File: src/rtl/serial_subtractor.sv
// Bit-serial LSB-first subtractor: a - b - bin over WIDTH cycles.
// Define SERIAL_SUB_OVF_EN to build the signed-overflow flag.
module serial_subtractor #(
  parameter int WIDTH = 8
) (
  input  logic             clk,
  input  logic             rst,
  input  logic             in_valid,
  output logic             in_ready,
  input  logic [WIDTH-1:0] a,
  input  logic [WIDTH-1:0] b,
  input  logic             bin,
  output logic             out_valid,
  input  logic             out_ready,
  output logic [WIDTH-1:0] diff,
  output logic             bout,
  output logic             ovf,
  output logic             busy
);

  localparam int CW = (WIDTH > 1) ? $clog2(WIDTH) : 1;

  typedef enum logic [1:0] {
    IDLE,
    SHIFT,
    DONE
  } state_t;

  state_t state, nstate;

  logic [WIDTH-1:0] ra, rb, res;
  logic [CW-1:0]    cnt;
  logic             br;
  logic             a0, b0, d, brn;
  logic             last, acc;

  assign a0   = ra[0];
  assign b0   = rb[0];
  assign d    = a0 ^ b0 ^ br;
  assign brn  = (~a0 & b0) | (~(a0 ^ b0) & br);
  assign last = (cnt == CW'(WIDTH - 1));
  assign acc  = in_valid & in_ready;

  always_ff @(posedge clk) begin
    if (rst) state <= IDLE;
    else     state <= nstate;
  end

  always_comb begin
    nstate = state;
    unique case (state)
      IDLE:  if (in_valid) nstate = SHIFT;
      SHIFT: if (last)     nstate = DONE;
      DONE:  if (out_ready) nstate = IDLE;
      default: nstate = IDLE;
    endcase
  end

  always_comb begin
    in_ready  = 1'b0;
    out_valid = 1'b0;
    busy      = 1'b0;
    unique case (state)
      IDLE:  in_ready = 1'b1;
      SHIFT: busy = 1'b1;
      DONE: begin
        out_valid = 1'b1;
        busy      = 1'b1;
      end
      default: in_ready = 1'b0;
    endcase
  end

  always_ff @(posedge clk) begin
    if (rst) begin
      ra  <= '0;
      rb  <= '0;
      res <= '0;
      br  <= 1'b0;
      cnt <= '0;
    end else if (acc) begin
      ra  <= a;
      rb  <= b;
      res <= '0;
      br  <= bin;
      cnt <= '0;
    end else if (state == SHIFT) begin
      ra  <= ra >> 1;
      rb  <= rb >> 1;
      res <= {d, res[WIDTH-1:1]};
      br  <= brn;
      cnt <= cnt + CW'(1);
    end
  end

  assign diff = res;
  assign bout = br;

`ifdef SERIAL_SUB_OVF_EN
  // borrow entering the MSB cell, latched on the last shift
  logic bmsb;

  always_ff @(posedge clk) begin
    if (rst || acc)                  bmsb <= 1'b0;
    else if (state == SHIFT && last) bmsb <= br;
  end

  assign ovf = (state == DONE) & (bmsb ^ br);
`else
  assign ovf = 1'b0;
`endif

endmodule

File: config.mk
export PLATFORM = sky130hd
export DESIGN_NAME = serial_subtractor
export DESIGN_NICKNAME = d
export VERILOG_FILES = /design/src/rtl/serial_subtractor.sv
export SDC_FILE = /design/constraint.sdc
export NUM_CORES = 1
export LEC_CHECK = 0
export CAP_MARGIN = 20
export CORE_ASPECT_RATIO = 1.5
export CORE_MARGIN = 2
export CORE_UTILIZATION = 43
export CTS_CLUSTER_SIZE = 12
export DETAILED_ROUTE_END_ITERATION = 8
export GPL_TIMING_DRIVEN = 0
export PLACE_DENSITY = 0.73
export SETUP_SLACK_MARGIN = 0.3
export SYNTH_ARGS = -nofsm -noshare
export SYNTH_HDL_FRONTEND = slang
export SYNTH_SLANG_ARGS = --single-unit
File: constraint.sdc
create_clock -name clk -period 1.5 [get_ports clk]
set_input_delay 0.15 -clock clk [delete_from_list [all_inputs] [get_ports clk]]
set_output_delay 0.15 -clock clk [all_outputs]
set_load 0.05 [all_outputs]
# ---- After elaboration in Yosys (flattened, before gate mapping)
# Cells that the tools add are included.
dict set report word_totals {
  regBits 30
  output_inout_bits 13
  word_cells 39
}
dict set report classes {
  add_sub_neg 1
  eq_ne 6
  muxes 13
  bitwise 8
  reduce_logical 5
}
# cell n
set ops {}
lappend ops {{2-to-1 mux 8 bit} 4}
lappend ops {{2-to-1 mux 2 bit} 3}
lappend ops {{!= test 2 bit, second input constant} 3}
lappend ops {{case mux 2 bit (3 select lines)} 1}
lappend ops {{2-to-1 mux 1 bit} 5}
lappend ops {{OR reduction 2 bit} 2}
lappend ops {{adder 3 x 1 -> 3 bit, second input constant} 1}
lappend ops {{bitwise AND 1 bit} 3}
lappend ops {{equality test 3 bit, second input constant} 1}
lappend ops {{AND reduction 3 bit} 1}
lappend ops {{equality test 2 x 1 -> 1 bit, second input constant} 1}
lappend ops {{equality test 2 bit, second input constant} 1}
lappend ops {{zero test 2 bit} 1}
lappend ops {{inverter 1 bit} 2}
lappend ops {{nonzero test 2 bit} 1}
lappend ops {{XOR 1 bit} 2}
lappend ops {{OR 1 bit} 1}

# ---- Logic depth before layout (Yosys ltp)
dict set report logic_depth {
  depth_word 6
  depth_mapped 6
}

# ---- Least setup slack after synthesis
# OpenSTA, ideal clock, no wires.
dict set report synth_timing {
  kind {register -> register}
  start {reg state[0]}
  end {reg cnt[1]}
  arrival_time_ns 1.607
  required_ns 1.372
  setup_slack_ns -0.235
  path_stages_with_launch 7
  n_path_buf 1
  cell_sequence {dfxtp_1 inv_1 ha_1 nand2_1 nand2b_1 clkbuf_1 nor2_1}
}
dict set report synth_via {
  elab_chain_len 4
}
# item line
set synth_lines {}
lappend synth_lines {{from (decl)} 29} ;# state_t state, nstate;
lappend synth_lines {{from (signal assigned)} 46} ;# else state <= nstate;
lappend synth_lines {{zero test 2 bit} 63} ;# unique case (state)
lappend synth_lines {{2-to-1 mux 1 bit} 63}
lappend synth_lines {{net in_ready} 9} ;# output logic in_ready,
lappend synth_lines {{bitwise AND 1 bit} 42} ;# assign acc = in_valid & in_ready;
lappend synth_lines {{OR reduction 2 bit (no source line)} --}
lappend synth_lines {{to (signal assigned)} 92} ;# cnt <= cnt + CW'(1);
lappend synth_lines {{to (decl)} 32} ;# logic [CW-1:0] cnt;
# The timed path passes the listed nets, and every way through them passes these cells.
# A chain may end at the register's enable or synchronous reset.

# ---- Final worst setup path
dict set report layout_timing {
  start {reg state[0]}
  end {reg state[0]}
}
dict set report layout_via {
  elab_chain_len 3
}
# item line
set layout_lines {}
lappend layout_lines {{equality test 2 x 1 -> 1 bit (tied with other cells)} 51} ;# unique case (state)
lappend layout_lines {{!= test 2 bit (no source line)} --}
lappend layout_lines {{AND reduction 3 bit (no source line)} --}
# Several ways; a longest one is shown, not always the timed one.

==> metrics.yaml <==
outcome: "completed"
ctsHoldBuffers: 0
wl_met3_um: 160
setup_viol: 0
ys_warn_count: 0
peakVddDrop_uv: 1500
clock_latency_ns: 0.28
cts_sinks: 30
highest_layer: "met4"
cp-start-kind: "flop"
cts_tree: "yes"
setup_slack_ns: 0.0994
fin_crit_ns: 1.40
final_antenna_net_count: 0
hpwl_um: 2120
fillers: 264
antenna_found_initial: 0
area_growth_pct: 46.6
required_ns: 1.69
ys_ff_latch: 30
report.final.slew_viol_count: 0
worst_setup_path_end_kind: "flop"
worstSetupEndpoint: "state[0]$_SDFFE_PP0P_"
gp_congestion: 0.774
clk_pin_slew_ns: 0.07
vias_per_cell: 5.13
critPathSlowestCell: "dfxtp_4"
die_area_um2: 3610
swShare: 0.354
drv_cap: 0
worstPathMaxFanout: 4
pwr-share-seq: 0.317
grt_start_max_net_pins: 11
cp_data_arrival_time_ns: 1.59
clockPowerShare: 0.226
dp_cells: 209
diodes: 0
wl_per_cell_um: 13.8
wl_met2_um: 1650
p_int_uw: 2250
drt-total-wl_um: 3090
p_comb_frac: 0.457
r2r_start: "state[0]$_SDFFE_PP0P_"
stdcell_count: 223
post-place-ws_ns: -0.114
grt_pass1_wl_um: 4990
r2r-end: "state[0]$_SDFFE_PP0P_"
io_pins: 34
syn-instance-count: 138
port_buffers: 32
crit_path_start: "state[0]$_SDFFE_PP0P_"
multi_input_area_um2: 728
grt.total_usage: 0.185
ff2ff_setup_slack_ns: 0.1
drc: 0
min_path_type: "in2reg"
drive_gt1_frac: 0.272
core_region_area_um2: 2940
wl_met1_um: 1220
cts_made_buffers: 5
crit_chain: "inv_4 > ha_4 > a222oi_1 > buf_4 > mux2i_2"
htree_levels: 2
fp.dieH_um: 72.6
grt_overflow: 0
seq_area_frac_synth: 0.445
die_w_um: 49.7
rows: 24
max_freq_ghz: 0.714
syn_area_um2: 1350
hold_viol: 0
regArea_um2: 612
slowest_delay_ns: 0.37
p_leak_uw: 0.000773
p_switching_uw: 1240
first_pass_iters: 4
cts.root.buffer_cell: "clkbuf_8"
worst_r2r_path_depth: 5
syn-num-nets: 166
rsz0062_at_grt: "true"
cts.path.max_buffers: 2
period_share: 0.934
p_total_uw: 3490
initial_utilization: 0.458
ys_types: 21
grt_pass1_vias: 1139
power.density_nw_per_um2: 1760
fin_skew_ns: 0.00514
avgSynthCellArea_um2: 9.77
drtIter0Drc: 14
num-nets-final: 211
path_class: "reg2reg"
vias: 1144
==> layer usage <==
metal	global-route usage	vias up
met5	0	-
met4	0.0864	0
met3	0.0574	7
met2	0.344	38
met1	0.183	537
li1	-	562
==> synthesized netlist by cell type (all sizes together) <==
library cell | number | share of area
fa | 1 | 0.015
conb | 1 | 0.0028
xnor2 | 1 | 0.0065
buf | 8 | 0.034
inv | 7 | 0.019
nand2b | 5 | 0.023
clkbuf | 2 | 0.0056
a21oi | 3 | 0.011
o211ai | 1 | 0.0056
nand2 | 2 | 0.0056
mux2i | 26 | 0.19
a222oi | 1 | 0.0074
ha | 6 | 0.056
nand3 | 3 | 0.011
nor2 | 25 | 0.070
nand3b | 2 | 0.011
a211oi | 14 | 0.078
dfxtp | 30 | 0.45
==> cell type report <==
type	instances	share of cell area
multi-input cells	91	0.368
flip-flops and latches	30	0.309
repair buffers	38	0.182
plain buffers	10	0.0462
clock buffers	5	0.0348
well taps	39	0.0247
clock inverters	3	0.0203
inverters	7	0.0146
==> critical path: cells and delay by family (launching register included) <==
kind / cells / cell delay [ns]
DFF: 1 / 0.37
buffers and inverters: 2 / 0.23
muxes: 1 / 0.22
AOI/OAI and AO/OA: 1 / 0.32
adders and majority gates: 1 / 0.17
==> state kept, by name, indices dropped and copies added (netlist names) <==
name   cells
state      2
bout       1
cnt        3
ra         8
diff       8
rb         8
==> placed cells by master, fill, tap and decap left out, types with 4 or more instances in the layout <==
cell type,Yosys,layout
nand2b_1,5,5
nor2_1,25,25
buf_2,4,6
buf_6,0,4
dfxtp_1,30,25
ha_4,0,4
a211oi_1,14,14
inv_1,6,4
buf_4,3,7
clkdlybuf4s50_1,0,20
mux2i_1,26,24
buf_8,0,4
clkbuf_8,0,5
==> per-stage QoR <==
step | hold WS, ns | utilization | area (um^2) | TNS (ns)
floorplan | 0.302 | - | 1400 | 0
global placement | 0.474 | 0.602 | 1770 | -0.357
detailed placement | 0.481 | 0.602 | 1770 | -0.404
CTS | 0.448 | 0.659 | 1940 | 0
global route | 0.454 | 0.672 | 1980 | 0
finish | 0.461 | 0.672 | 1980 | 0
==> power by group through the flow <==
| stage | clock, uW | combinational (uW) | sequential, uW |
|---|---|---|---|
| 2_1_floorplan | 0 | 1030 | 1130 |
| 3_3_place_gp | 0 | 1300 | 1100 |
| 3_5_place_dp | 0 | 1340 | 1110 |
| 4_1_cts | 806 | 1440 | 1100 |
| 5_1_grt | 851 | 1700 | 1130 |
| 6_report | 789 | 1590 | 1110 |
==> timing repair <==
item / 4_1_cts / 5_1_grt
cloned: 1 / 0
setup endpoints to repair: 42 / 39
resized for setup: 53 / 26
setup buffers: 3 / 2
pin swaps: 2 / 4
==> how the worst min path moves through the flow <==
stage | end | cells past startpoint | startpoint | slack (ns)
6_report | rb[7]$_SDFFE_PP0P_ | 3 | b[7] | 0.46
5_1_grt | ra[7]$_SDFFE_PP0P_ | 3 | a[7] | 0.45
4_1_cts | ra[7]$_SDFFE_PP0P_ | 3 | a[7] | 0.45
3_5_place_dp | ra[7]$_SDFFE_PP0P_ | 2 | ra[7]$_SDFFE_PP0P_ | 0.48
3_3_place_gp | diff[0]$_SDFFE_PP0N_ | 2 | diff[0]$_SDFFE_PP0N_ | 0.47
2_1_floorplan | bout$_SDFFE_PP0P_ | 2 | in_valid | 0.30
==> cell families (layout without fill, tap and decap cells) <==
logic type / after synthesis / after routing / synth area share
mux: 26 / 26 / 0.193
other cells: 1 / 1 / 0.00278
simple gates: 37 / 37 / 0.121
fa+ha+maj: 7 / 7 / 0.0705
buf+inv: 17 / 63 / 0.0594
xor+xnor: 1 / 1 / 0.00649
flops: 30 / 30 / 0.445
compound gates: 19 / 19 / 0.102
No activity file was read; power rests on OpenSTA's default activity.
